===== config.mk =====
export PLATFORM = sky130hd
export DESIGN_NAME = cycle_controller
export DESIGN_NICKNAME = d
export VERILOG_FILES = /design/src/rtl/cpu_ctrl_pkg.sv /design/src/rtl/cycle_controller.sv
export SDC_FILE = /design/constraint.sdc
export NUM_CORES = 1
export LEC_CHECK = 0
export BUFFER_PORTS_ARGS = -buffer_cell sky130_fd_sc_hd__buf_2
export CORE_AREA = 2 2 51 53
export CTS_CLUSTER_SIZE = 12
export DETAILED_ROUTE_END_ITERATION = 7
export DIE_AREA = 0 0 53 55
export PLACE_DENSITY = 0.81
export SYNTH_ARGS = -nofsm -noshare
export SYNTH_HDL_FRONTEND = slang
export SYNTH_SLANG_ARGS = --single-unit

===== constraint.sdc =====
create_clock -name clk -period 3.25 [get_ports clk]
set_clock_uncertainty 0.2 [all_clocks]
set_input_delay 0.65 -clock clk [delete_from_list [all_inputs] [get_ports clk]]
set_output_delay 0.65 -clock clk [all_outputs]
set_load 0.01 [all_outputs]

===== src/rtl/cpu_ctrl_pkg.sv =====
// Shared CPU control-path definitions: cycle sequencer state encoding and step-code defaults.
package cpu_ctrl_pkg;

  typedef enum logic [1:0] {
    ST_IDLE   = 2'd0,
    ST_RUN    = 2'd1,
    ST_PAUSE  = 2'd2,
    ST_HALTED = 2'd3
  } cyc_state_e;

  localparam int STEP_W_DEF   = 3;
  localparam int MAX_STEP_DEF = 7;

endpackage


===== src/rtl/cycle_controller.sv =====
// Instruction-cycle sequencer: produces the timing-step code for the T0-T7 step decoder,
// with run/halt, instruction-granular single-step, memory-wait stalls and a retired count.
//
// state     | meaning
// ----------+--------------------------------------------------------------
// ST_IDLE   | after reset, nothing executing; start begins at step 0
// ST_RUN    | stepping through an instruction, step code live
// ST_PAUSE  | single-step boundary reached; waiting for step_pulse
// ST_HALTED | stopped at a boundary after halt_req; start resumes
module cycle_controller
  import cpu_ctrl_pkg::*;
#(
  parameter int STEP_W   = STEP_W_DEF,
  parameter int MAX_STEP = MAX_STEP_DEF,
  parameter int CNT_W    = 16
) (
  input  logic              clk,
  input  logic              reset_n,
  input  logic              start,
  input  logic              halt_req,
  input  logic              single_step,
  input  logic              step_pulse,
  input  logic              mem_wait,
  input  logic              instr_done,
  output logic [STEP_W-1:0] step,
  output logic              step_valid,
  output logic              fetch_start,
  output logic              halted,
  output logic [CNT_W-1:0]  instr_count
);

  localparam logic [STEP_W-1:0] LAST_STEP = STEP_W'(MAX_STEP);

  cyc_state_e        state_q, state_d;
  logic [STEP_W-1:0] step_d;
  logic              valid_d, fetch_d, halted_d;
  logic [CNT_W-1:0]  cnt_d;
  logic              halt_pending, pend_d;

  always_ff @(posedge clk or negedge reset_n) begin
    if (!reset_n) begin
      state_q      <= ST_IDLE;
      step         <= '0;
      step_valid   <= 1'b0;
      fetch_start  <= 1'b0;
      halted       <= 1'b0;
      instr_count  <= '0;
      halt_pending <= 1'b0;
    end else begin
      state_q      <= state_d;
      step         <= step_d;
      step_valid   <= valid_d;
      fetch_start  <= fetch_d;
      halted       <= halted_d;
      instr_count  <= cnt_d;
      halt_pending <= pend_d;
    end
  end

  always_comb begin
    state_d  = state_q;
    step_d   = step;
    valid_d  = step_valid;
    fetch_d  = 1'b0;
    halted_d = halted;
    cnt_d    = instr_count;
    // a halt request coincident with the first start still stops after that instruction
    pend_d   = halt_pending | (halt_req & ((state_q != ST_IDLE) | start));

    unique case (state_q)
      ST_IDLE: begin
        if (start) begin
          state_d = ST_RUN;
          step_d  = '0;
          valid_d = 1'b1;
          fetch_d = 1'b1;
        end
      end
      ST_RUN: begin
        if (!mem_wait) begin
          if (instr_done || (step == LAST_STEP)) begin
            cnt_d  = instr_count + CNT_W'(1);
            step_d = '0;
            if (halt_pending) begin
              state_d  = ST_HALTED;
              valid_d  = 1'b0;
              halted_d = 1'b1;
              pend_d   = 1'b0;
            end else if (single_step) begin
              state_d = ST_PAUSE;
              valid_d = 1'b0;
            end else begin
              fetch_d = 1'b1;
            end
          end else begin
            step_d = step + STEP_W'(1);
          end
        end
      end
      ST_PAUSE: begin
        if (halt_req) begin
          state_d  = ST_HALTED;
          halted_d = 1'b1;
          pend_d   = 1'b0;
        end else if (step_pulse || !single_step) begin
          state_d = ST_RUN;
          step_d  = '0;
          valid_d = 1'b1;
          fetch_d = 1'b1;
        end
      end
      ST_HALTED: begin
        if (start) begin
          state_d  = ST_RUN;
          step_d   = '0;
          valid_d  = 1'b1;
          fetch_d  = 1'b1;
          halted_d = 1'b0;
        end
      end
      default: begin
        state_d = ST_IDLE;
      end
    endcase
  end

endmodule


==> metrics.txt <==
# TYPE chip_impl_metric gauge
chip_impl_metric{name="synth_top_cell_area_share",unit="%"} 48.64
chip_impl_metric{name="totalWireLength",unit="mm"} 2.300
chip_impl_info{name="yosys-top-cells-count",value="25 x sky130_fd_sc_hd__dfrtp_1, 10 x sky130_fd_sc_hd__xnor2_1, 9 x sky130_fd_sc_hd__nand2_1"} 1
chip_impl_metric{name="peakVddDrop",unit="mV"} 0.4845
chip_impl_metric{name="gr-usage-met1",unit="%"} 20.58
chip_impl_metric{name="number_of_buffers_created_by_cts",unit=""} 3
chip_impl_info{name="startpoint_type",value="flip-flop"} 1
chip_impl_info{name="grt_busiest_layer",value="met2"} 1
chip_impl_metric{name="routedWlPerCell",unit="µm"} 13.22
chip_impl_metric{name="initial_core_util",unit="%"} 54.39
chip_impl_metric{name="worst_ep_required_time",unit="ns"} 3.26
chip_impl_metric{name="max_slew.worst_pin.slew",unit="ns"} 0.5501
chip_impl_metric{name="holdBufCountCts",unit=""} 0
chip_impl_metric{name="grt_overflow",unit=""} 0
chip_impl_metric{name="number_of_buffers_inserted_by_port_buffering",unit=""} 29
chip_impl_metric{name="initial_antenna_violation_count",unit=""} 0
chip_impl_metric{name="synthToLayoutAreaGrowth",unit="%"} 15.17
chip_impl_metric{name="pre_cts_slack",unit="ns"} 0.8423
chip_impl_metric{name="setup_total_negative_slack",unit="ns"} 0
chip_impl_metric{name="core-area",unit="mm²"} 0.002365
chip_impl_metric{name="clock_tree.buffer_depth",unit=""} 2
chip_impl_info{name="status",value="finished, final reports clean"} 1
chip_impl_metric{name="netlist_area",unit="mm²"} 0.001286
chip_impl_metric{name="timing_hold_violations_final",unit=""} 0
chip_impl_metric{name="comb_power_share",unit="%"} 40.4
chip_impl_metric{name="intPower",unit="W"} 0.0006127
chip_impl_metric{name="global_route.usage.met2",unit="%"} 31.67
chip_impl_metric{name="chipHeight",unit="µm"} 55
chip_impl_metric{name="initialDrtViolationCount",unit=""} 25
chip_impl_metric{name="timing.final.setup_violations",unit=""} 0
chip_impl_info{name="critPathCaptureType",value="flip-flop"} 1
chip_impl_metric{name="ys_async_sr_fraction",unit="%"} 100.0
chip_impl_metric{name="grt.met3_usage",unit="%"} 3.763
chip_impl_info{name="root_buffer",value="sky130_fd_sc_hd__clkbuf_4"} 1
chip_impl_metric{name="placed_cells",unit=""} 170
chip_impl_metric{name="skew_pair_late_insertion_delay",unit="ns"} 0.31
chip_impl_metric{name="cts_repair_resize_count",unit=""} 0
chip_impl_metric{name="clock_tree.htree_level_count",unit=""} 1
chip_impl_metric{name="drv.max_cap_violation_count",unit=""} 0
chip_impl_metric{name="power-per-cell-area",unit="mW/mm²"} 666.4
chip_impl_metric{name="clock_power_share",unit="%"} 13.7
chip_impl_metric{name="post_cts.repair.setup_buffers",unit=""} 0
chip_impl_metric{name="drtAntennaViolNets",unit=""} 0
chip_impl_metric{name="netlist_instances",unit=""} 113
chip_impl_metric{name="syn_nets",unit=""} 128
chip_impl_metric{name="fmax",unit="MHz"} 413.9
chip_impl_metric{name="synth-warning-count",unit=""} 0
chip_impl_metric{name="first_pass_grt_wire_length",unit="mm"} 3.691
chip_impl_metric{name="row_count",unit=""} 18
chip_impl_metric{name="multi_input_area",unit="µm²"} 623.1
chip_impl_metric{name="cts.reportedPaths.clkPinSlew",unit="ns"} 0.13
chip_impl_metric{name="max_slew_margin",unit="%"} 63.33
chip_impl_info{name="synthMostInstantiatedCell",value="sky130_fd_sc_hd__dfrtp_1"} 1
chip_impl_metric{name="post_route_cells_drive_above_1_share",unit="%"} 29.86
chip_impl_metric{name="vias_per_cell",unit=""} 5.443
chip_impl_metric{name="timing.final.crit_share",unit="%"} 74.35
chip_impl_metric{name="static-leakage-power",unit="nW"} 0.7631
chip_impl_metric{name="worst_ep_arrival_time",unit="ns"} 2.43
chip_impl_metric{name="synth_edf_count",unit=""} 0
chip_impl_metric{name="worst-path-max-fanout",unit=""} 11
chip_impl_metric{name="floorplan.die_area",unit="mm²"} 0.002915
chip_impl_metric{name="globalplace.congestion",unit=""} 0.9365
chip_impl_info{name="clock_tree_from_tritoncts",value="yes"} 1
chip_impl_metric{name="seq_area_frac_synth",unit="%"} 48.64
chip_impl_info{name="crit_type",value="flip-flop to flip-flop"} 1
chip_impl_info{name="postSynth.topFlopCell",value="sky130_fd_sc_hd__dfrtp_1"} 1
chip_impl_metric{name="count_of_pins_over_their_slew_limit",unit=""} 0
chip_impl_metric{name="sw_frac_of_total",unit="%"} 37.94
chip_impl_info{name="hold_path_class",value="input port to async pin"} 1
chip_impl_metric{name="ios",unit=""} 30
chip_impl_metric{name="num-nets-final",unit=""} 160
chip_impl_metric{name="area.sequential",unit="µm²"} 625.6
chip_impl_metric{name="num-fill-cells",unit=""} 204
chip_impl_metric{name="detail_route.drc_violations",unit=""} 0
chip_impl_metric{name="place_hpwl",unit="mm"} 1.783
chip_impl_metric{name="cts_num_sinks",unit=""} 25
chip_impl_info{name="grt_setup_unrepaired",value="no"} 1
chip_impl_metric{name="grt_pass1_vias",unit=""} 884
chip_impl_metric{name="reported_net_switching_power",unit="W"} 0.0003746
chip_impl_metric{name="num_antenna_cells",unit=""} 0
chip_impl_metric{name="synth.distinct_cells",unit=""} 32
chip_impl_metric{name="vias",unit=""} 947
chip_impl_metric{name="drt-pass1-iter-count",unit=""} 4
chip_impl_info{name="synth.largest_area_cell",value="sky130_fd_sc_hd__dfrtp_1"} 1
chip_impl_metric{name="synth.ff_latch_count",unit=""} 25
chip_impl_info{name="leading_post_synthesis_cells_by_cell_area",value="sky130_fd_sc_hd__dfrtp_1 49%, sky130_fd_sc_hd__ha_1 6.8%, sky130_fd_sc_hd__xnor2_1 6.8%"} 1
chip_impl_metric{name="chipWidth",unit="µm"} 53
chip_impl_metric{name="finalWorstSetupSlack",unit="ns"} 0.8337
chip_impl_metric{name="finalHoldWorstSlack",unit="ns"} 0.09761
chip_impl_metric{name="grtUsageTotal",unit="%"} 17.88
chip_impl_metric{name="maximum_number_of_pins_on_one_net_before_global_route_repair",unit=""} 26
chip_impl_metric{name="postSynthAreaPerCell",unit="µm²"} 11.38
chip_impl_metric{name="share_seq_of_total_power",unit="%"} 45.9
chip_impl_metric{name="min_period",unit="ns"} 2.416
chip_impl_metric{name="finish.cell_count_without_fillers",unit=""} 174
-- sequential cells by signal (all words and copies together) (netlist names) --
signal	count
halted	1
step_valid	1
step	3
instr_count	16
state_q	2
halt_pending	1
fetch_start	1
-- power by group through the flow --
stage	Combinational [W]	Clock (W)	Sequential, W
floorplan	0.000247	0	0.000479
global placement	0.000387	0	0.000456
detailed placement	0.000396	0	0.000459
CTS	0.000398	0.000142	0.000453
global route	0.000438	0.000154	0.000467
finish	0.000399	0.000135	0.000453
-- layout make-up --
cell class | instances | area share (%)
Clock inverter | 1 | 0.3378
Inverter | 6 | 1.520
Clock buffer | 3 | 1.520
Multi-Input combinational cell | 80 | 42.06
Sequential cell | 25 | 42.23
Tap cell | 30 | 2.534
Timing Repair Buffer | 29 | 9.797
-- kinds of logic (layout without fill, tap and decap cells) --
logic type | Yosys count | count (layout) | synth area share, %
fa+ha+maj | 7 | 7 | 6.809
flops | 25 | 25 | 48.64
buf+inv | 8 | 39 | 2.918
compound gates | 15 | 15 | 8.366
xor+xnor | 15 | 15 | 10.21
mux | 6 | 6 | 5.253
simple gates | 37 | 37 | 17.80
-- metrics by stage --
stage	utilization, %	power, W	area, µm²
2_1_floorplan	-	0.0007263	1286
3_3_place_gp	61.48	0.0008427	1454
3_5_place_dp	61.48	0.0008549	1454
4_1_cts	62.65	0.0009929	1481
5_1_grt	62.65	0.001059	1481
6_report	62.65	0.0009873	1481
-- metal layers --
layer  routed length (µm)  part of all wire [%]
met4                   48                   2.1
met1                  997                    43
met3                  141                   6.1
met5                    0                     0
met2                 1113                    48
-- cells in the final DEF (no fill, tap or decap), types with 4 or more instances in the layout --
cell                      instances
sky130_fd_sc_hd__inv_1            6
sky130_fd_sc_hd__ha_1             7
sky130_fd_sc_hd__dfrtp_1         25
sky130_fd_sc_hd__xnor2_1         10
sky130_fd_sc_hd__buf_2           29
sky130_fd_sc_hd__nand3_1          6
sky130_fd_sc_hd__xor2_1           5
sky130_fd_sc_hd__nand2_1          9
sky130_fd_sc_hd__mux2_2           6
sky130_fd_sc_hd__and3_1           4
-- critical path, cell delays in order, from the launching register on --
cell,delay (ns)
sky130_fd_sc_hd__dfrtp_1,0.43
sky130_fd_sc_hd__inv_1,0.09
sky130_fd_sc_hd__ha_1,0.35
sky130_fd_sc_hd__inv_1,0.21
sky130_fd_sc_hd__nor4_4,0.40
sky130_fd_sc_hd__or4b_1,0.48
sky130_fd_sc_hd__xnor2_1,0.15
-- path summary, 6_finish.rpt --
check	from	endpoint	slack [ns]	cells after the start
min in group clk	instr_count[15]$_DFFE_PN0P_	instr_count[15]$_DFFE_PN0P_	0.30	1
max reg2reg	state_q[1]$_DFFE_PN0P_	instr_count[15]$_DFFE_PN0P_	0.83	6
max in group asynchronous	reset_n	step[0]$_DFFE_PN0P_	2.39	1
min reg2reg	instr_count[15]$_DFFE_PN0P_	instr_count[15]$_DFFE_PN0P_	0.30	1
max	state_q[1]$_DFFE_PN0P_	instr_count[15]$_DFFE_PN0P_	0.83	6
min	reset_n	instr_count[15]$_DFFE_PN0P_	0.1	1
Power figures use the tool's default switching activity.
